## config.mk

```make
export PLATFORM = sky130hd
export DESIGN_NAME = game_timer
export DESIGN_NICKNAME = d
export VERILOG_FILES = /design/src/rtl/game_timer.sv
export SDC_FILE = /design/constraint.sdc
export NUM_CORES = 1
export LEC_CHECK = 0
export ABC_AREA = 0
export CAP_MARGIN = 20
export CORE_MARGIN = 4
export CORE_UTILIZATION = 37
export CTS_BUF_LIST = sky130_fd_sc_hd__clkbuf_4
export CTS_CLUSTER_DIAMETER = 60
export DETAILED_ROUTE_END_ITERATION = 6
export GPL_TIMING_DRIVEN = 0
export PLACE_DENSITY = 0.8
export SLEW_MARGIN = 20
export SYNTH_ARGS = -nofsm -noshare
export SYNTH_HDL_FRONTEND = slang
export SYNTH_SLANG_ARGS = --single-unit
```

## constraint.sdc

```tcl
create_clock -name clk -period 2.9 [get_ports clk]
set_clock_uncertainty 0.2 [all_clocks]
set_input_delay 0.87 -clock clk [delete_from_list [all_inputs] [get_ports clk]]
set_output_delay 0.87 -clock clk [all_outputs]
set_load 0.02 [all_outputs]
```

## src/rtl/game_timer.sv

```systemverilog
// Game countdown timer driven by the wrap of the down-counting clock divider.
// Each divider wrap (counter == 0) becomes a registered one-second tick that
// decrements a two-digit BCD value. The game-control FSM gets a single
// time_up pulse when the value reaches 00.
//
// state | meaning
// ------+--------------------------------------------------------------
// IDLE  | after reset; digits 00, waiting for start
// RUN   | counting down one BCD step per tick
// PAUSE | digits frozen, ticks ignored until pause or start
// DONE  | reached 00; holds until start reloads
module game_timer #(
   parameter int WARN_SECS = 10
) (
   input  logic        clk,
   input  logic        reset,
   input  logic [27:0] counter,
   input  logic        start,
   input  logic        pause,
   input  logic [3:0]  start_tens,
   input  logic [3:0]  start_ones,
   output logic        tick,
   output logic [3:0]  tens,
   output logic [3:0]  ones,
   output logic [1:0]  state,
   output logic        warning,
   output logic        time_up
);

   localparam logic [1:0] ST_IDLE  = 2'b00;
   localparam logic [1:0] ST_RUN   = 2'b01;
   localparam logic [1:0] ST_PAUSE = 2'b10;
   localparam logic [1:0] ST_DONE  = 2'b11;

   localparam logic [6:0] WARN_LIMIT = 7'(WARN_SECS);

   logic [1:0] state_nxt;
   logic [3:0] tens_nxt;
   logic [3:0] ones_nxt;
   logic       time_up_nxt;
   logic [3:0] load_tens;
   logic [3:0] load_ones;
   logic [6:0] secs;

   // Out-of-range BCD digits from the start switches are treated as 9.
   function automatic logic [3:0] clamp_bcd(input logic [3:0] d);
      return (d > 4'd9) ? 4'd9 : d;
   endfunction

   assign load_tens = clamp_bcd(start_tens);
   assign load_ones = clamp_bcd(start_ones);

   // One-second tick: registered detect of the divider wrap, active in every state.
   always_ff @(posedge clk or posedge reset) begin
      if (reset) begin
         tick <= 1'b0;
      end else begin
         tick <= (counter == 28'd0);
      end
   end

   // State and digit registers, including the registered time_up pulse.
   always_ff @(posedge clk or posedge reset) begin
      if (reset) begin
         state   <= ST_IDLE;
         tens    <= 4'd0;
         ones    <= 4'd0;
         time_up <= 1'b0;
      end else begin
         state   <= state_nxt;
         tens    <= tens_nxt;
         ones    <= ones_nxt;
         time_up <= time_up_nxt;
      end
   end

   // Next-state and next-digit logic; start beats pause beats tick.
   always_comb begin
      state_nxt   = state;
      tens_nxt    = tens;
      ones_nxt    = ones;
      time_up_nxt = 1'b0;

      if (start) begin
         // A load of 00 skips RUN so 00 is never seen while counting.
         tens_nxt = load_tens;
         ones_nxt = load_ones;
         if (load_tens == 4'd0 && load_ones == 4'd0) begin
            state_nxt   = ST_DONE;
            time_up_nxt = 1'b1;
         end else begin
            state_nxt = ST_RUN;
         end
      end else begin
         case (state)
            ST_RUN: begin
               if (pause) begin
                  state_nxt = ST_PAUSE;
               end else if (tick) begin
                  if (ones != 4'd0) begin
                     ones_nxt = ones - 4'd1;
                  end else begin
                     ones_nxt = 4'd9;
                     tens_nxt = tens - 4'd1;
                  end
                  if (tens_nxt == 4'd0 && ones_nxt == 4'd0) begin
                     state_nxt   = ST_DONE;
                     time_up_nxt = 1'b1;
                  end
               end
            end
            ST_PAUSE: begin
               if (pause) begin
                  state_nxt = ST_RUN;
               end
            end
            default: begin
               state_nxt = state;
            end
         endcase
      end
   end

   // Low-time warning, only while the timer is active.
   always_comb begin
      secs    = 7'(tens) * 7'd10 + 7'(ones);
      warning = ((state == ST_RUN) || (state == ST_PAUSE)) && (secs <= WARN_LIMIT);
   end

endmodule
```

## After elaboration in Yosys (flattened, before gate mapping)

Cells that the tools add are included.

| storage, ports and cells | value |
|---|---|
| bits in registers | 12 |
| bits of input ports | 40 |
| output and inout bits | 13 |
| word-level logic and storage cells | 66 |

| operators by class | value |
|---|---|
| add/subtract/negate cells | 3 |
| multipliers | 1 |
| magnitude comparators | 3 |
| equal/unequal tests | 6 |
| multiplexer cells | 33 |
| reductions and logical operators | 15 |

Operator list:

| kind | count |
|---|---|
| $mux W4 | 20 |
| $logic_not A28 Y1 | 1 |
| $logic_not A4 Y1 | 4 |
| $mux W2 | 6 |
| $gt A4 B4 Y1 const B | 2 |
| $ne A4 B4 Y1 const B | 2 |
| $sub A4 B1 Y4 const B | 2 |
| $add A7 B4 Y7 | 1 |
| $le A7 B4 Y1 const B | 1 |
| $mul A4 B3 Y6 const B | 1 |
| $mux W1 | 6 |
| $pmux W2 S2 | 1 |
| $reduce_and A4 Y1 | 1 |
| $reduce_bool A2 Y1 | 2 |
| $reduce_bool A4 Y1 | 1 |
| $logic_and A1 B1 Y1 | 3 |
| $ne A3 B3 Y1 const B | 1 |
| $reduce_and A3 Y1 | 1 |
| $reduce_bool A3 Y1 | 1 |
| $eq A2 B1 Y1 const B | 1 |
| $eq A2 B2 Y1 const B | 1 |
| $ne A2 B2 Y1 const B | 1 |
| $logic_or A1 B1 Y1 | 1 |

## Longest topological paths before layout

Gate-level depths: netlist of the first run.

| logic depth | value |
|---|---|
| depth in word-level cells | 13 |
| mapped depth | 9 |
| depth with buffers taken out | 9 |

## Worst setup path before layout of the first run

Ideal clock, no wire load.

| timing | value |
|---|---|
| path kind | reg2out |
| from | register tens[1] |
| to | output port warning |
| data arrival time | 2.520 ns |
| required time | 1.830 ns |
| slack | -0.690 ns |
| cell stages (with the launch flop) | 9 |
| buffers on the path | 0 |
| path through | dfrtp_1 ha_1 ha_1 inv_1 fa_1 or3_1 nand2_1 a31oi_1 nor3_1 |

| between the ends | value |
|---|---|
| cells in the longest elaborated chain, start to end | 4 |

Ends and longest elaborated chain:

| element | RTL line | source |
|---|---|---|
| from (decl) | 23 | `output logic [3:0] tens,` |
| from (signal assigned) | 71 | `tens <= tens_nxt;` |
| $mul A4 B3 Y6 | 126 | `secs = 7'(tens) * 7'd10 + 7'(ones);` |
| $add A7 B4 Y7 | 126 |  |
| $le A7 B4 Y1 | 127 | `warning = ((state == ST_RUN) \|\| (state == ST_PAUSE)) && (secs <= WARN_LIMIT);` |
| $logic_and A1 B1 Y1 | 127 |  |
| to (decl) | 26 | `output logic warning,` |

No other way between the ends.

## Worst setup path in the final report of the first run

Same ends and word-level chain as after synthesis.

==> results.json, run 1 <==
{
  "status": "finished, violations left",
  "violations": "negative setup slack",
  "slew_headroom_pct": 67.9,
  "gp_congestion": 0.866,
  "portBuffers": 52,
  "synthCells": 122,
  "final_net_count": 235,
  "routedWlPerCell_um": 14.5,
  "ys_seq_area_share_pct": 29.0,
  "grt_first_pass_wirelength_mm": 5.07,
  "io_pins": 53,
  "synth_warnings": 0,
  "synthDistinctLibCells": 35,
  "hold_path_class": "flip-flop to flip-flop",
  "synthFlopType": "dfrtp_1",
  "tritoncts": "built",
  "routed_via_density": 5.45,
  "die_h_um": 60.9,
  "clockRootBuffer": "clkbuf_4",
  "rsz0062_at_grt": "yes",
  "final_max_slew_viol_count": 0,
  "cp_data_arrival_time_ns": 2.46,
  "ant_nets": 0,
  "fmax_mhz": 284,
  "drtIter0Drc": 22,
  "period_needed_ns": 3.53,
  "start_util_pct": 40.4,
  "final.setup.tns_ns": -0.627,
  "ys_async_sr_fraction_pct": 100,
  "wl_mm": 3.08,
  "synth_nets": 173,
  "dr.pass1.iters": 4,
  "synth-edff-count": 0,
  "critPathCaptureType": "output port",
  "grt_overflow": 0,
  "setup_viol": 1,
  "coreArea_um2": 2570,
  "clock_sinks": 12,
  "dieArea_um2": 3710,
  "grt_max_degree": 13,
  "cts_buffer_depth": 2,
  "syn_avg_cell_area_um2": 8.49,
  "hold_viol": 0,
  "leakage_nw": 0.689,
  "min_period_over_period_pct": 122,
  "area_growth_pct": 64.1,
  "p_per_area_nw_per_um2": 352,
  "drv_cap": 0,
  "worstPathRequired_ns": 1.83,
  "die_x_um": 60.9,
  "drive_gt1_share_pct": 12.6,
  "row_count": 18,
  "dp_hpwl_mm": 2.49,
  "h-tree-depth": 1,
  "gr-usage-all-layers_pct": 18.4,
  "worstMarginPinSlew_ns": 0.481,
  "drc": 0,
  "path_max_fanout": 2,
  "syn-cell-area_um2": 1040,
  "antennaDiodeCount": 0,
  "post_dp_cell_area_um2": 1620,
  "ys_ff_latch": 12,
  "cts_hold_buf": 0,
  "stdcell_area_um2": 1700,
  "numCtsBuffers": 3,
  "ir_drop_mv": 0.292,
  "route.vias.total": 1160,
  "cts.clk_slew.worst_paths_ns": 0.08,
  "start_kind": "flip-flop",
  "worst_slack_ns": -0.627,
  "grt_pass1_vias": 1251,
  "critPathKind": "flip-flop to output port",
  "clock_latency_ns": 0.27,
  "grt_antenna_before_repair": 0
}
==> sequential cells by signal, indices dropped and copies added, names as in the netlist <==
name and cells:
ones 4, tens 4, state 2, tick 1, time_up 1
==> power breakdown <==
group | switching (W) | total, W | internal [W]
Clock | 0.0000617 | 0.000112 | 0.0000498
Combinational | 0.000129 | 0.000280 | 0.000151
Sequential | 0.0000241 | 0.000207 | 0.000183
==> worst paths after layout <==
kind	from	endpoint	slack, ns	depth (start not counted)
min	state[1]	state[1]	0.37	1
min reg2reg	state[1]	state[1]	0.37	1
max in group asynchronous	reset	tens[2]	1.45	2
max	tens[1]	warning	-0.63	10
min in group asynchronous	reset	ones[3]	0.70	2
max reg2reg	tens[1]	state[0]	0.94	6
==> cells in the final DEF, fill, tap and decap left out, types with 2 or more instances in the layout <==
| cell type | synthesis | routed |
|---|---|---|
| inv_1 | 14 | 13 |
| nand2_1 | 8 | 8 |
| a21o_1 | 2 | 2 |
| clkdlybuf4s50_1 | 0 | 51 |
| xnor2_1 | 5 | 5 |
| clkbuf_4 | 0 | 3 |
| nor2_1 | 11 | 11 |
| nand3_1 | 4 | 4 |
| nor4_1 | 10 | 10 |
| clkbuf_1 | 2 | 2 |
| o21ai_0 | 5 | 5 |
| o21a_1 | 2 | 2 |
| a21oi_1 | 4 | 4 |
| ha_1 | 9 | 7 |
| nor3_1 | 4 | 3 |
| nand4_1 | 2 | 2 |
| o22ai_1 | 4 | 4 |
| o31ai_1 | 2 | 2 |
| nand4b_1 | 2 | 2 |
| ha_4 | 0 | 2 |
| dfrtp_2 | 0 | 4 |
| buf_4 | 0 | 6 |
| a31oi_1 | 3 | 3 |
| dfrtp_1 | 12 | 8 |
==> kinds of logic after synthesis <==
kind of cell / synth area share [%]
AOI/OAI and AO/OA: 17.6
xor gates and xnor gates: 5.07
adders and majority gates: 14.7
buffers and inverters: 5.80
DFF: 29.0
muxes: 0.966
and+or+nand+nor: 26.8
==> metal layers <==
layer / up-vias / routed length [µm] / global-route usage [%]
met5: - / 0 / 0
met4: 0 / 23 / 3.72
met3: 2 / 171 / 3.83
met2: 43 / 1610 / 37.1
met1: 548 / 1280 / 19.3
li1: 567 / - / -
==> critical path: stages, from the launching register on <==
cell	delay [ns]
dfrtp_2	0.44
ha_4	0.28
ha_4	0.13
inv_2	0.03
fa_2	0.35
xor2_2	0.19
or3_1	0.34
nand2_1	0.07
a31oi_1	0.08
nor3_2	0.11
buf_4	0.16
==> area by class of cell <==
class | count | area [µm²]
sequential | 12 | 305
inverter | 14 | 52.6
fill | 216 | 867
timing repair buffer | 57 | 556
multi-input combinational | 94 | 716
clock inverter | 1 | 3.75
buffer | 2 | 7.51
clock buffer | 3 | 22.5
tap | 30 | 37.5
==> cells in the mapped netlist, types with 3 or more instances <==
| cell | instances | area (µm²) |
|---|---|---|
| a21oi_1 | 4 | 20.0 |
| a31oi_1 | 3 | 18.8 |
| dfrtp_1 | 12 | 300 |
| ha_1 | 9 | 113 |
| inv_1 | 14 | 52.6 |
| nand2_1 | 8 | 30.0 |
| nand3_1 | 4 | 20.0 |
| nor2_1 | 11 | 41.3 |
| nor3_1 | 4 | 20.0 |
| nor4_1 | 10 | 62.6 |
| o21ai_0 | 5 | 25.0 |
| o22ai_1 | 4 | 25.0 |
| xnor2_1 | 5 | 43.8 |
==> timing repair <==
item | CTS | global route
setup buffers | 5 | 0
gates resized for setup | 10 | 0
setup endpoints to repair | 1 | 1
pin swaps | 6 | 1
hold endpoints to repair | 0 | 0
==> through the flow <==
stage | util (%) | worst slack (ns) | hold WS (ns) | cells | power, W
2_1_floorplan | - | -0.456 | 0.449 | 122 | 0.000347
3_3_place_gp | 63.0 | -0.880 | 0.341 | 204 | 0.000459
3_5_place_dp | 63.0 | -0.964 | 0.357 | 204 | 0.000472
4_1_cts | 66.2 | -0.659 | 0.377 | 213 | 0.000602
5_1_grt | 66.2 | -0.721 | 0.417 | 213 | 0.000646
6_report | 66.2 | -0.627 | 0.373 | 213 | 0.000599
No activity file was read; power rests on OpenSTA's default activity.
==> run 2, diff against run 1 <==
--- a/config.mk
+++ b/config.mk
@@ -12,7 +12,9 @@
 export CTS_BUF_LIST = sky130_fd_sc_hd__clkbuf_4
 export CTS_CLUSTER_DIAMETER = 60
 export DETAILED_ROUTE_END_ITERATION = 6
+export GPL_ROUTABILITY_DRIVEN = 0
 export GPL_TIMING_DRIVEN = 0
+export MAX_ROUTING_LAYER = met4
 export PLACE_DENSITY = 0.8
 export SLEW_MARGIN = 20
 export SYNTH_ARGS = -nofsm -noshare
==> run 2 against run 1 <==
  * Critical path depth unchanged
  * The flow still finishes with violations (negative setup slack)
  * Sequential cell count unchanged
  * Critical path type unchanged
  * Clock power about the same
  * Largest cell class unchanged
  * Via count about the same
  * Largest power group unchanged
  * Fmax about the same
  * Power about the same
  * Die area unchanged
  * Critical endpoint unchanged
  * Register-to-register slack about the same
==> results.json, run 2 (synthesis results as in run 1) <==
{
  "area_growth_pct": 64.1,
  "ant_nets": 0,
  "portBuffers": 52,
  "grt_first_pass_wirelength_mm": 5.08,
  "routedWlPerCell_um": 14.4,
  "slowest_delay_ns": 0.44,
  "worstPathRequired_ns": 1.83,
  "die_x_um": 60.9,
  "ir_drop_mv": 0.291,
  "start_kind": "flip-flop",
  "setup_viol": 1,
  "numCtsBuffers": 3,
  "slew_headroom_pct": 67.7,
  "hold_viol": 0,
  "route.vias.total": 1159,
  "holdPathStages": 1,
  "gr-usage-all-layers_pct": 19.0,
  "reg2reg_depth": 6,
  "h-tree-depth": 1,
  "antennaDiodeCount": 0,
  "start_util_pct": 40.4,
  "hold_path_class": "flip-flop to flip-flop",
  "clockRootBuffer": "clkbuf_4",
  "drtIter0Drc": 23,
  "grt_overflow": 0,
  "final_net_count": 235,
  "io_pins": 53,
  "final_common_cell": "clkdlybuf4s50_1",
  "r2r-start": "tens[1]",
  "period_needed_ns": 3.53,
  "final_max_slew_viol_count": 0,
  "holdPathEnd": "state[1]",
  "slowest_stage": "dfrtp_2",
  "drive_gt1_share_pct": 12.6,
  "clock_latency_ns": 0.27,
  "violations": "negative setup slack",
  "worst_slack_ns": -0.626,
  "dr.pass1.iters": 4,
  "drv_cap": 0,
  "grt_max_degree": 13,
  "wl_mm": 3.07,
  "cts.clk_slew.worst_paths_ns": 0.08,
  "fillCellCount": 216,
  "post-place-ws_ns": -0.964,
  "dieArea_um2": 3710,
  "grt_antenna_before_repair": 0,
  "row_count": 18,
  "largest_registers": "ones: 4 flops, tens: 4 flops, state: 2 flops",
  "die_h_um": 60.9,
  "cts_hold_buf": 0,
  "total_power_w": 0.000598,
  "dp_hpwl_mm": 2.49,
  "crit_chain": "ha_4 -> ha_4 -> inv_2 -> fa_2 -> xor2_2 -> or3_1 -> nand2_1 -> a31oi_1 -> nor3_2 -> buf_4",
  "leakage_nw": 0.689,
  "reg2reg_to": "state[0]",
  "worstMarginPinSlew_ns": 0.483,
  "fmax_mhz": 284,
  "status": "finished, violations left",
  "r2r_slack_ns": 0.94,
  "routed_via_density": 5.44,
  "crit_top_cell": "ha_4",
  "min_from": "state[1]",
  "cts_buffer_depth": 2,
  "grt_pass1_vias": 1251,
  "path_max_fanout": 2,
  "tritoncts": "built",
  "min_period_over_period_pct": 122,
  "clock_sinks": 12,
  "coreArea_um2": 2570,
  "drc": 0,
  "cp_data_arrival_time_ns": 2.46,
  "rsz0062_at_grt": "yes",
  "p_per_area_nw_per_um2": 352,
  "most-common-layout-cells": "clkdlybuf4s50_1 (51), inv_1 (13), nor2_1 (11), nor4_1 (10)",
  "critPathKind": "flip-flop to output port",
  "critPathCaptureType": "output port"
}
## run 2: cell counts in the layout (fill, tap and decap cells not counted)
No cell type changed its count.
## run 2: worst max-delay path by stage
stage / from / slack [ns] / cells after the start / to
after detailed placement: tens[3] / -0.96 / 9 / warning
after global routing: tens[1] / -0.72 / 10 / warning
after CTS: tens[1] / -0.66 / 10 / warning
after global placement: tens[3] / -0.88 / 9 / warning
final: tens[1] / -0.63 / 10 / warning
after floorplan: tens[3] / -0.46 / 8 / warning
## run 2: layout make-up
| class | instances | area [µm²] | share of cell area, % |
|---|---|---|---|
| Clock inverter | 1 | 3.75 | 0.221 |
| Clock buffer | 3 | 22.5 | 1.32 |
| Multi-Input combinational cell | 94 | 716 | 42.1 |
| Tap cell | 30 | 37.5 | 2.21 |
| Buffer | 2 | 7.51 | 0.442 |
| Inverter | 14 | 52.6 | 3.09 |
| Timing Repair Buffer | 57 | 556 | 32.7 |
| Sequential cell | 12 | 305 | 18.0 |
## run 2: per-stage QoR
stage	instances	setup TNS, ns	utilization (%)	area, µm²	hold WS [ns]
2_1_floorplan	122	-0.456	-	1060	0.449
3_3_place_gp	204	-0.880	63.0	1620	0.341
3_5_place_dp	204	-0.964	63.0	1620	0.357
5_1_grt	213	-0.721	66.2	1700	0.417
6_report	213	-0.626	66.2	1700	0.373
4_1_cts	213	-0.659	66.2	1700	0.377
## run 2: metal layers
layer / vias to the layer above / part of all wire (%) / global-route usage, %
met1: 544 / 42 / 19.9
met5: - / 0 / -
li1: 568 / - / -
met4: 0 / 0.62 / 3.72
met2: 45 / 52 / 37.1
met3: 2 / 4.6 / 2.77
## run 2: repair_timing
action	in CTS	in global routing
setup buffers	5	0
endpoints found under the setup margin	1	1
resized for setup	10	0
pin swaps	6	1
endpoints found under the hold margin	0	0
## run 2: power by group
group          total [W]  internal [W]  switching [W]
combinational   0.000280      0.000151       0.000129
sequential      0.000207      0.000183      0.0000239
clock           0.000111     0.0000498      0.0000614
total           0.000598      0.000384       0.000215
## run 2: critical path: cells and delay by family (launching register included)
family / cells / cell delay (ns)
AOI/OAI and AO/OA: 1 / 0.08
xor gates and xnor gates: 1 / 0.19
adders and majority gates: 3 / 0.76
buffers and inverters: 2 / 0.19
DFF: 1 / 0.44
and+or+nand+nor: 3 / 0.52
